`src/rtl/ysyx_23060187_ifu.sv`:
```
// rtl/ysyx_23060187_ifu.sv - multi-cycle instruction fetch unit, optional perf counters via YSYX_23060187_IFU_PERF_EN
module ysyx_23060187_ifu #(
    parameter logic [31:0] RESET_PC = 32'h8000_0000
) (
    input  logic        clk,
    input  logic        rst,
    output logic [31:0] ifu_araddr,
    output logic        ifu_arvalid,
    input  logic        ifu_arready,
    input  logic [31:0] ifu_rdata,
    input  logic [1:0]  ifu_rresp,
    input  logic        ifu_rvalid,
    output logic        ifu_rready,
    output logic        inst_valid,
    input  logic        inst_ready,
    output logic [31:0] inst,
    output logic [31:0] inst_pc,
    output logic        inst_fault,
    input  logic        wbu_valid,
    input  logic [31:0] wbu_next_pc,
    output logic [31:0] perf_fetch_cnt,
    output logic [31:0] perf_stall_cnt
);

    typedef enum logic [2:0] {
        S_IDLE,
        S_ADDR,
        S_DATA,
        S_OUT,
        S_WAIT
    } state_t;

    state_t      state;
    state_t      state_next;
    logic [31:0] pc;

    // The bus only ever sees word addresses; the full pc is kept for decode.
    assign ifu_araddr = {pc[31:2], 2'b00};

    // State register
    always_ff @(posedge clk) begin
        if (rst) begin
            state <= S_IDLE;
        end else begin
            state <= state_next;
        end
    end

    // Next-state and state-decoded handshake outputs
    always_comb begin
        state_next  = state;
        ifu_arvalid = 1'b0;
        ifu_rready  = 1'b0;
        inst_valid  = 1'b0;
        unique case (state)
            S_IDLE: begin
                state_next = S_ADDR;
            end
            S_ADDR: begin
                ifu_arvalid = 1'b1;
                if (ifu_arready) state_next = S_DATA;
            end
            S_DATA: begin
                ifu_rready = 1'b1;
                if (ifu_rvalid) state_next = S_OUT;
            end
            S_OUT: begin
                inst_valid = 1'b1;
                if (inst_ready) state_next = S_WAIT;
            end
            S_WAIT: begin
                if (wbu_valid) state_next = S_ADDR;
            end
            default: begin
                state_next = S_IDLE;
            end
        endcase
    end

    // PC and fetched-instruction registers; captures happen only in their own state
    always_ff @(posedge clk) begin
        if (rst) begin
            pc         <= RESET_PC;
            inst       <= 32'h0;
            inst_pc    <= RESET_PC;
            inst_fault <= 1'b0;
        end else begin
            if (state == S_DATA && ifu_rvalid) begin
                inst       <= ifu_rdata;
                inst_pc    <= pc;
                inst_fault <= (ifu_rresp != 2'b00);
            end
            if (state == S_WAIT && wbu_valid) begin
                pc <= wbu_next_pc;
            end
        end
    end

`ifdef YSYX_23060187_IFU_PERF_EN
    logic [31:0] fetch_cnt;
    logic [31:0] stall_cnt;

    // Completed fetches and memory-wait cycles, both wrapping
    always_ff @(posedge clk) begin
        if (rst) begin
            fetch_cnt <= 32'h0;
            stall_cnt <= 32'h0;
        end else begin
            if (state == S_DATA && ifu_rvalid) begin
                fetch_cnt <= fetch_cnt + 32'd1;
            end
            if ((state == S_ADDR && !ifu_arready) || (state == S_DATA && !ifu_rvalid)) begin
                stall_cnt <= stall_cnt + 32'd1;
            end
        end
    end

    assign perf_fetch_cnt = fetch_cnt;
    assign perf_stall_cnt = stall_cnt;
`else
    assign perf_fetch_cnt = 32'h0;
    assign perf_stall_cnt = 32'h0;
`endif

endmodule

```
`config.mk`:
```
export PLATFORM = sky130hd
export DESIGN_NAME = ysyx_23060187_ifu
export DESIGN_NICKNAME = d
export VERILOG_FILES = /design/src/rtl/ysyx_23060187_ifu.sv
export SDC_FILE = /design/constraint.sdc
export NUM_CORES = 1
export LEC_CHECK = 0
export BUFFER_PORTS_ARGS = -buffer_cell sky130_fd_sc_hd__buf_2
export CORE_MARGIN = 1
export CORE_UTILIZATION = 48
export DETAILED_ROUTE_END_ITERATION = 10
export GPL_ROUTABILITY_DRIVEN = 0
export HOLD_SLACK_MARGIN = 0.15
export MAX_ROUTING_LAYER = met4
export PLACE_DENSITY = 0.85
export SKIP_CTS_REPAIR_TIMING = 1
export SLEW_MARGIN = 20
export SYNTH_ARGS = -nofsm -noshare
export SYNTH_HDL_FRONTEND = slang
export SYNTH_SLANG_ARGS = --single-unit
```
`constraint.sdc`:
```
create_clock -name clk -period 1.85 [get_ports clk]
set_input_delay 0.37 -clock clk [delete_from_list [all_inputs] [get_ports clk]]
set_output_delay 0.37 -clock clk [all_outputs]
set_load 0.01 [all_outputs]
```
; Yosys cells after proc, flatten, opt, wreduce, memory -nomap -nowiden
; Cells that the tools add are included.
[word_totals]
reg_bits = 100
inputBits = 72
word_cells = 26
[classes]
eq_ne = 8
muxes = 8
n_reduce_logical = 5
[ops]
columns = op, count
row1 = one-hot mux 3 bit (5 select lines), 1
row2 = two-way mux 3 bit, 4
row3 = inequality test 2 bit (second input constant), 4
row4 = == test 3 x 2 -> 1 bit (second input constant), 2
row5 = AND reduction 4 bit, 1
row6 = == test 3 x 1 -> 1 bit (second input constant), 1
row7 = == test 3 bit (second input constant), 1
row8 = logical NOT 3 bit, 1
row9 = two-way mux 1 bit, 3
row10 = logical AND 1 bit, 2
row11 = nonzero test 2 bit, 1

; Longest topological paths before layout
; Gate-level depths: netlist of the first run.
[logic_depth]
word_depth = 3
mapped_depth = 6
mapped_depth_nobuf = 3

; Worst setup path after synthesis of the first run
; OpenSTA, ideal clock, no wires.
[synth_timing]
kind = reg2reg
from = reg state[0]
to = reg inst[10]
arrival_ns = 1.189
required_time_ns = 1.779
path_slack_ns = 0.590
path_stages_with_launch = 7
n_path_buf = 3
period_less_slack_ns = 1.260
path_cell_list = dfxtp_1 -> buf_2 -> and4bb_1 -> buf_4 -> buf_6 -> nand2_2 -> a21oi_2
[synth_between]
elab_chain_len = 2
[synth_lines]
columns = element, line
row1 = start: declaration, 33  ; state_t state;
row2 = start signal: assignment, 45  ; state <= state_next;
row3 = == test 3 x 2 -> 1 bit, 88  ; if (state == S_DATA && ifu_rvalid) begin
row4 = logical AND 1 bit, 88
row5 = end signal: assignment, 89  ; inst <= ifu_rdata;
row6 = end: declaration, 16  ; output logic [31:0] inst,
; No other way between the ends.
; A chain may end at the register's enable or synchronous reset.

; Worst setup path after layout of the first run
[layout_timing]
from = reg state[0]
to = out ifu_arvalid
[layout_between]
elab_chain_len = 2
[layout_lines]
columns = element, line
row1 = == test 3 x 1 -> 1 bit, 55  ; unique case (state)
row2 = two-way mux 1 bit, 55
row3 = end: declaration, 8  ; output logic ifu_arvalid,
; No other way between the ends.

==> metrics, run 1 <==
CP Launch Type flop; launch point of the worst reg-to-reg path state[1]$_SDFFE_PP0P_; port bufs 169; core box area 8760 µm²; Max Root-Sink Buffers 2; Final Setup Violations 0; commonest non-fill, non-tap cells in the layout nand2_1 (182), buf_2 (168), dfxtp_1 (100); synthesized area per cell 8.04 µm²; fmax 580 MHz; r2r setup slk 230 ps; Die Area 9460 µm²; pre-CTS setup slack 216 ps; Post-synth EDFFs 0; number of global-route vias before repair 3,310; via count 3,583; Synth Flop Type dfxtp_1; Min-Delay Path Class in -> reg; reg2reg end inst[1]$_SDFFE_PP0P_; largest net degree at the start of global routing 66; GR Overflow Total 0; crit path capture type output port; hold depth 3; htree depth 3; CP arrival about 1400 ps; Vert. Die Dim 97.3 µm; Total Wirelength 9330 µm; commonest non-fill, non-tap cell in the layout nand2_1; Clock Skew roughly 14 ps; worst-case vdd ir drop 494 µV; Die Width 97.3 µm; drt first pass iters 4; drc violations 0; asr flop ratio synth 0%; CTS root buf clkbuf_8; Layout Utilization 57.3%; CTS Buf Count 9; sequential fraction of the synthesis area 46.0%; LEAKAGE 2.25 nW; final instance area 5020 µm²; post-synthesis cell area 4360 µm²; area delta synth->final 15.2%; CP startpoint state[0]$_SDFFE_PP0P_; first-pass GRT wire length 14,900 µm; WL/cell 12.0 µm; Clock Sinks 100; CTS clk-pin slew, worst paths around 100 ps; Post-DP Area between 4000 and 5000 µm²; layout cells sized above 1 32.3%; final hold slack 244 ps; fin. max-slew vios 0; DP HPWL approximately 6600 µm; Hold Startpoint ifu_rdata[13]; GRT Total Usage between 10% and 20%; Tmin final 1720 ps; Max Cap Violations 0; I/O pin cnt 236; Max Fanout on Critical Path 12; antenna violations before repair 0; unrepaired setup endpoints after global routing no; Final Hold Vio Count 0; WP data required 1480 ps; nets 735; Final period util between 90% and 100%; initial DRC count 159; Power per Cell Area 762 nW/µm²; Worst-Skew Late Latency 350 ps; placement row count 34; FF+latch count, synth 100; Post-DRT Antenna Nets 0; Worst R2R Path Depth 4; synthesized netlist cell count 542; critical path class reg -> out; yosys warns 0; Yosys cell types 21; Vias/cell 4.62; setup TNS 0 ps; CTS tree built; Worst Hold End inst[13]$_SDFFE_PP0P_; status complete, no violations; setup ws final 126 ps; Initial Util just under 50%; total inserted antenna cells 0
## routing by layer
metal / global-route usage (%) / part of all wire [%]
met2: 35.2 / 52
met5: - / 0
met1: 22.1 / 42
met3: 4.24 / 4.8
met4: 5.77 / 1.4
## critical path, stage by stage (launching register included)
cell and delay, ps:
dfxtp_1 560, nor3b_1 280, buf_2 180
## per-stage QoR
step | instances | total power, mW
after floorplan | 607 | 2.53
after global placement | 760 | 2.56
after detailed placement | 760 | 2.56
after CTS | 776 | 3.87
after global routing | 776 | 4.00
final | 776 | 3.82
## area by class of cell
type	instances	area [µm²]
Fill cell	816	3750
Multi-Input combinational cell	375	1710
Tap cell	108	135
Clock inverter	4	33.8
Timing Repair Buffer	177	983
Sequential cell	100	2000
Clock buffer	12	155
## sequential cells by signal, summed over array words and instances (netlist names)
register,cells
inst,32
state,3
inst_fault,1
pc,32
inst_pc,32
## worst max-delay path by stage
stage                            end  slack, ps  depth (start not counted)
6_report                 ifu_arvalid        130                          2
5_1_grt                  ifu_arvalid         30                          2
4_1_cts                  ifu_arvalid         80                          2
3_5_place_dp    inst[1]$_SDFFE_PP0P_        220                          4
3_3_place_gp   inst[19]$_SDFFE_PP0P_        330                          4
2_1_floorplan  inst[10]$_SDFFE_PP0P_        590                          6
## where the power goes
part / internal (mW) / switching (mW) / leakage (nW)
clock network: 0.572 / 0.737 / 0.0928
logic: 0.120 / 0.198 / 1.35
registers: 2.17 / 0.0232 / 0.807
## kinds of logic after synthesis
kind of cell	after synthesis	share of synthesized area, %
and+or+nand+nor	210	20.2
buffers and inverters	132	21.3
DFF	100	46.0
AOI/OAI and AO/OA	98	12.2
muxes	1	0.259
other	1	0.0861
## Yosys cell counts (2+ instances only)
master / instances / area, µm²
nand2_2: 10 / 62.6
and3b_1: 2 / 17.5
nand4bb_1: 2 / 22.5
nor3b_1: 3 / 22.5
buf_4: 100 / 751
a21oi_2: 10 / 87.6
nand2_1: 182 / 683
buf_6: 5 / 56.3
clkbuf_1: 13 / 48.8
nor2_1: 2 / 7.51
nor3_1: 5 / 25.0
dfxtp_1: 100 / 2000
a21oi_1: 87 / 435
buf_2: 14 / 70.1
(Power assumes the default switching activity.)
==> run 2: changes to the inputs <==
Settings changed: CORE_UTILIZATION 48 to 40, PLACE_DENSITY 0.85 to 0.76, TNS_END_PERCENT set to 10.
Clock period 1.85 ns to 1.5 ns, I/O delays scaled along.
==> run 2 against run 1 <==
Compared with the run above:
- clock skew is 3.8 ps lower
- first-iteration DRC count shrank 0.63%
- clock-buffer cell count shrank 2
- largest cell class unchanged
- largest power group unchanged
- highest routed layer unchanged
==> metrics, run 2 (synthesis results as in run 1) <==
critical path class reg -> out; DP HPWL 6450 µm; antenna violations before repair 0; placement row count 37; I/O pin cnt 236; CP Launch Type flop; worst-case vdd ir drop 624 µV; first-pass GRT wire length about 14,000 µm; core box area 10,500 µm²; fmax around 670 MHz; Final period util between 90% and 100%; nets 754; Vert. Die Dim 106 µm; GR Overflow Total 0; Max Cap Violations 0; Clock Skew a little over 10 ps; final hold slack 170 ps; Worst-Skew Late Latency 350 ps; Final Setup Violations 0; CTS clk-pin slew, worst paths 100 ps; unrepaired setup endpoints after global routing yes; Min-Delay Path Class in -> reg; CP arrival 1190 ps; Layout Utilization roughly half; total inserted antenna cells 0; commonest non-fill, non-tap cells in the layout nand2_1 (182), buf_2 (168), dfxtp_1 (97); Total Wirelength 9400 µm; Die Width 106 µm; CTS Buf Count 9; Vias/cell 4.34; Die Area ~11,000 µm²; number of global-route vias before repair 3,003; Tmin final 1490 ps; Max Fanout on Critical Path 9; Power per Cell Area 910 nW/µm²; layout cells sized above 1 33.9%; final instance area 5210 µm²; status complete, no violations; LEAKAGE 2.34 nW; WP data required 1200 ps; Post-DP Area 4890 µm²; fin. max-slew vios 0; drt first pass iters 4; Final Hold Vio Count 0; crit path capture type output port; initial DRC count approximately 160; drc violations 0; port bufs roughly 170; via count 3,575; GRT Total Usage 16.3%; pre-CTS setup slack roughly 84 ps; commonest non-fill, non-tap cell in the layout nand2_1; Clock Sinks 100; Initial Util 41.6%; largest net degree at the start of global routing 47; WL/cell approximately 11 µm; CTS tree built; setup ws final 5.44 ps; Post-DRT Antenna Nets 0; setup TNS 0 ps; top flop regs inst (32), inst_pc (32), pc (32); area delta synth->final 19.6%; htree depth 3; Max Root-Sink Buffers 2; CTS root buf clkbuf_8
run 2: cell count changes in the layout (fill, tap and decap cells not counted), moves of 2 or more:
cell and delta:
buf_12 -2, buf_4 +12, clkinv_4 -2, dfxtp_1 -3, dfxtp_4 +3, dlygate4sd3_1 +8, inv_6 +2, nor3b_1 -2
nor3b_2 +2
run 2: per-layer routing:
metal / track usage (%) / vias up / routed length (µm)
li1: - / 1845 / -
met1: 19.7 / 1585 / 4120
met2: 26.9 / 135 / 4640
met3: 4.54 / 10 / 533
met4: 3.97 / 0 / 101
met5: - / - / 0
run 2: worst max-delay path, stage by stage, from the launching register on:
cell and delay, ps:
dfxtp_4 360, buf_4 140, nor3b_2 180, buf_2 160
run 2: cell type report:
class / instances / area (µm²)
clock buffers: 10 / 138
clock inverters: 6 / 46.3
fillers: 1081 / 5250
multi-input cells: 375 / 1720
flip-flops and latches: 100 / 2010
well taps: 136 / 170
repair buffers: 196 / 1120
run 2: per-stage QoR:
stage,instances,total power [mW]
finish,823,4.74
global route,823,4.95
CTS,811,4.79
detailed placement,795,3.17
global placement,795,3.17
floorplan,607,3.12
run 2: final timing paths:
kind,from,to,slack [ps],depth (start not counted)
hold reg to reg,inst[3]$_SDFFE_PP0P_,inst[3]$_SDFFE_PP0P_,450,2
setup / recovery,state[0]$_SDFFE_PP0P_,ifu_arvalid,5,3
hold / removal,ifu_rdata[15],inst[15]$_SDFFE_PP0P_,170,3
setup reg to reg,state[0]$_SDFFE_PP0P_,inst_fault$_SDFFE_PP0P_,90,5
run 2: power breakdown:
| group | internal, mW | switching, mW |
|---|---|---|
| registers | 2.68 | 0.0150 |
| clock network | 0.661 | 0.944 |
| logic | 0.178 | 0.265 |
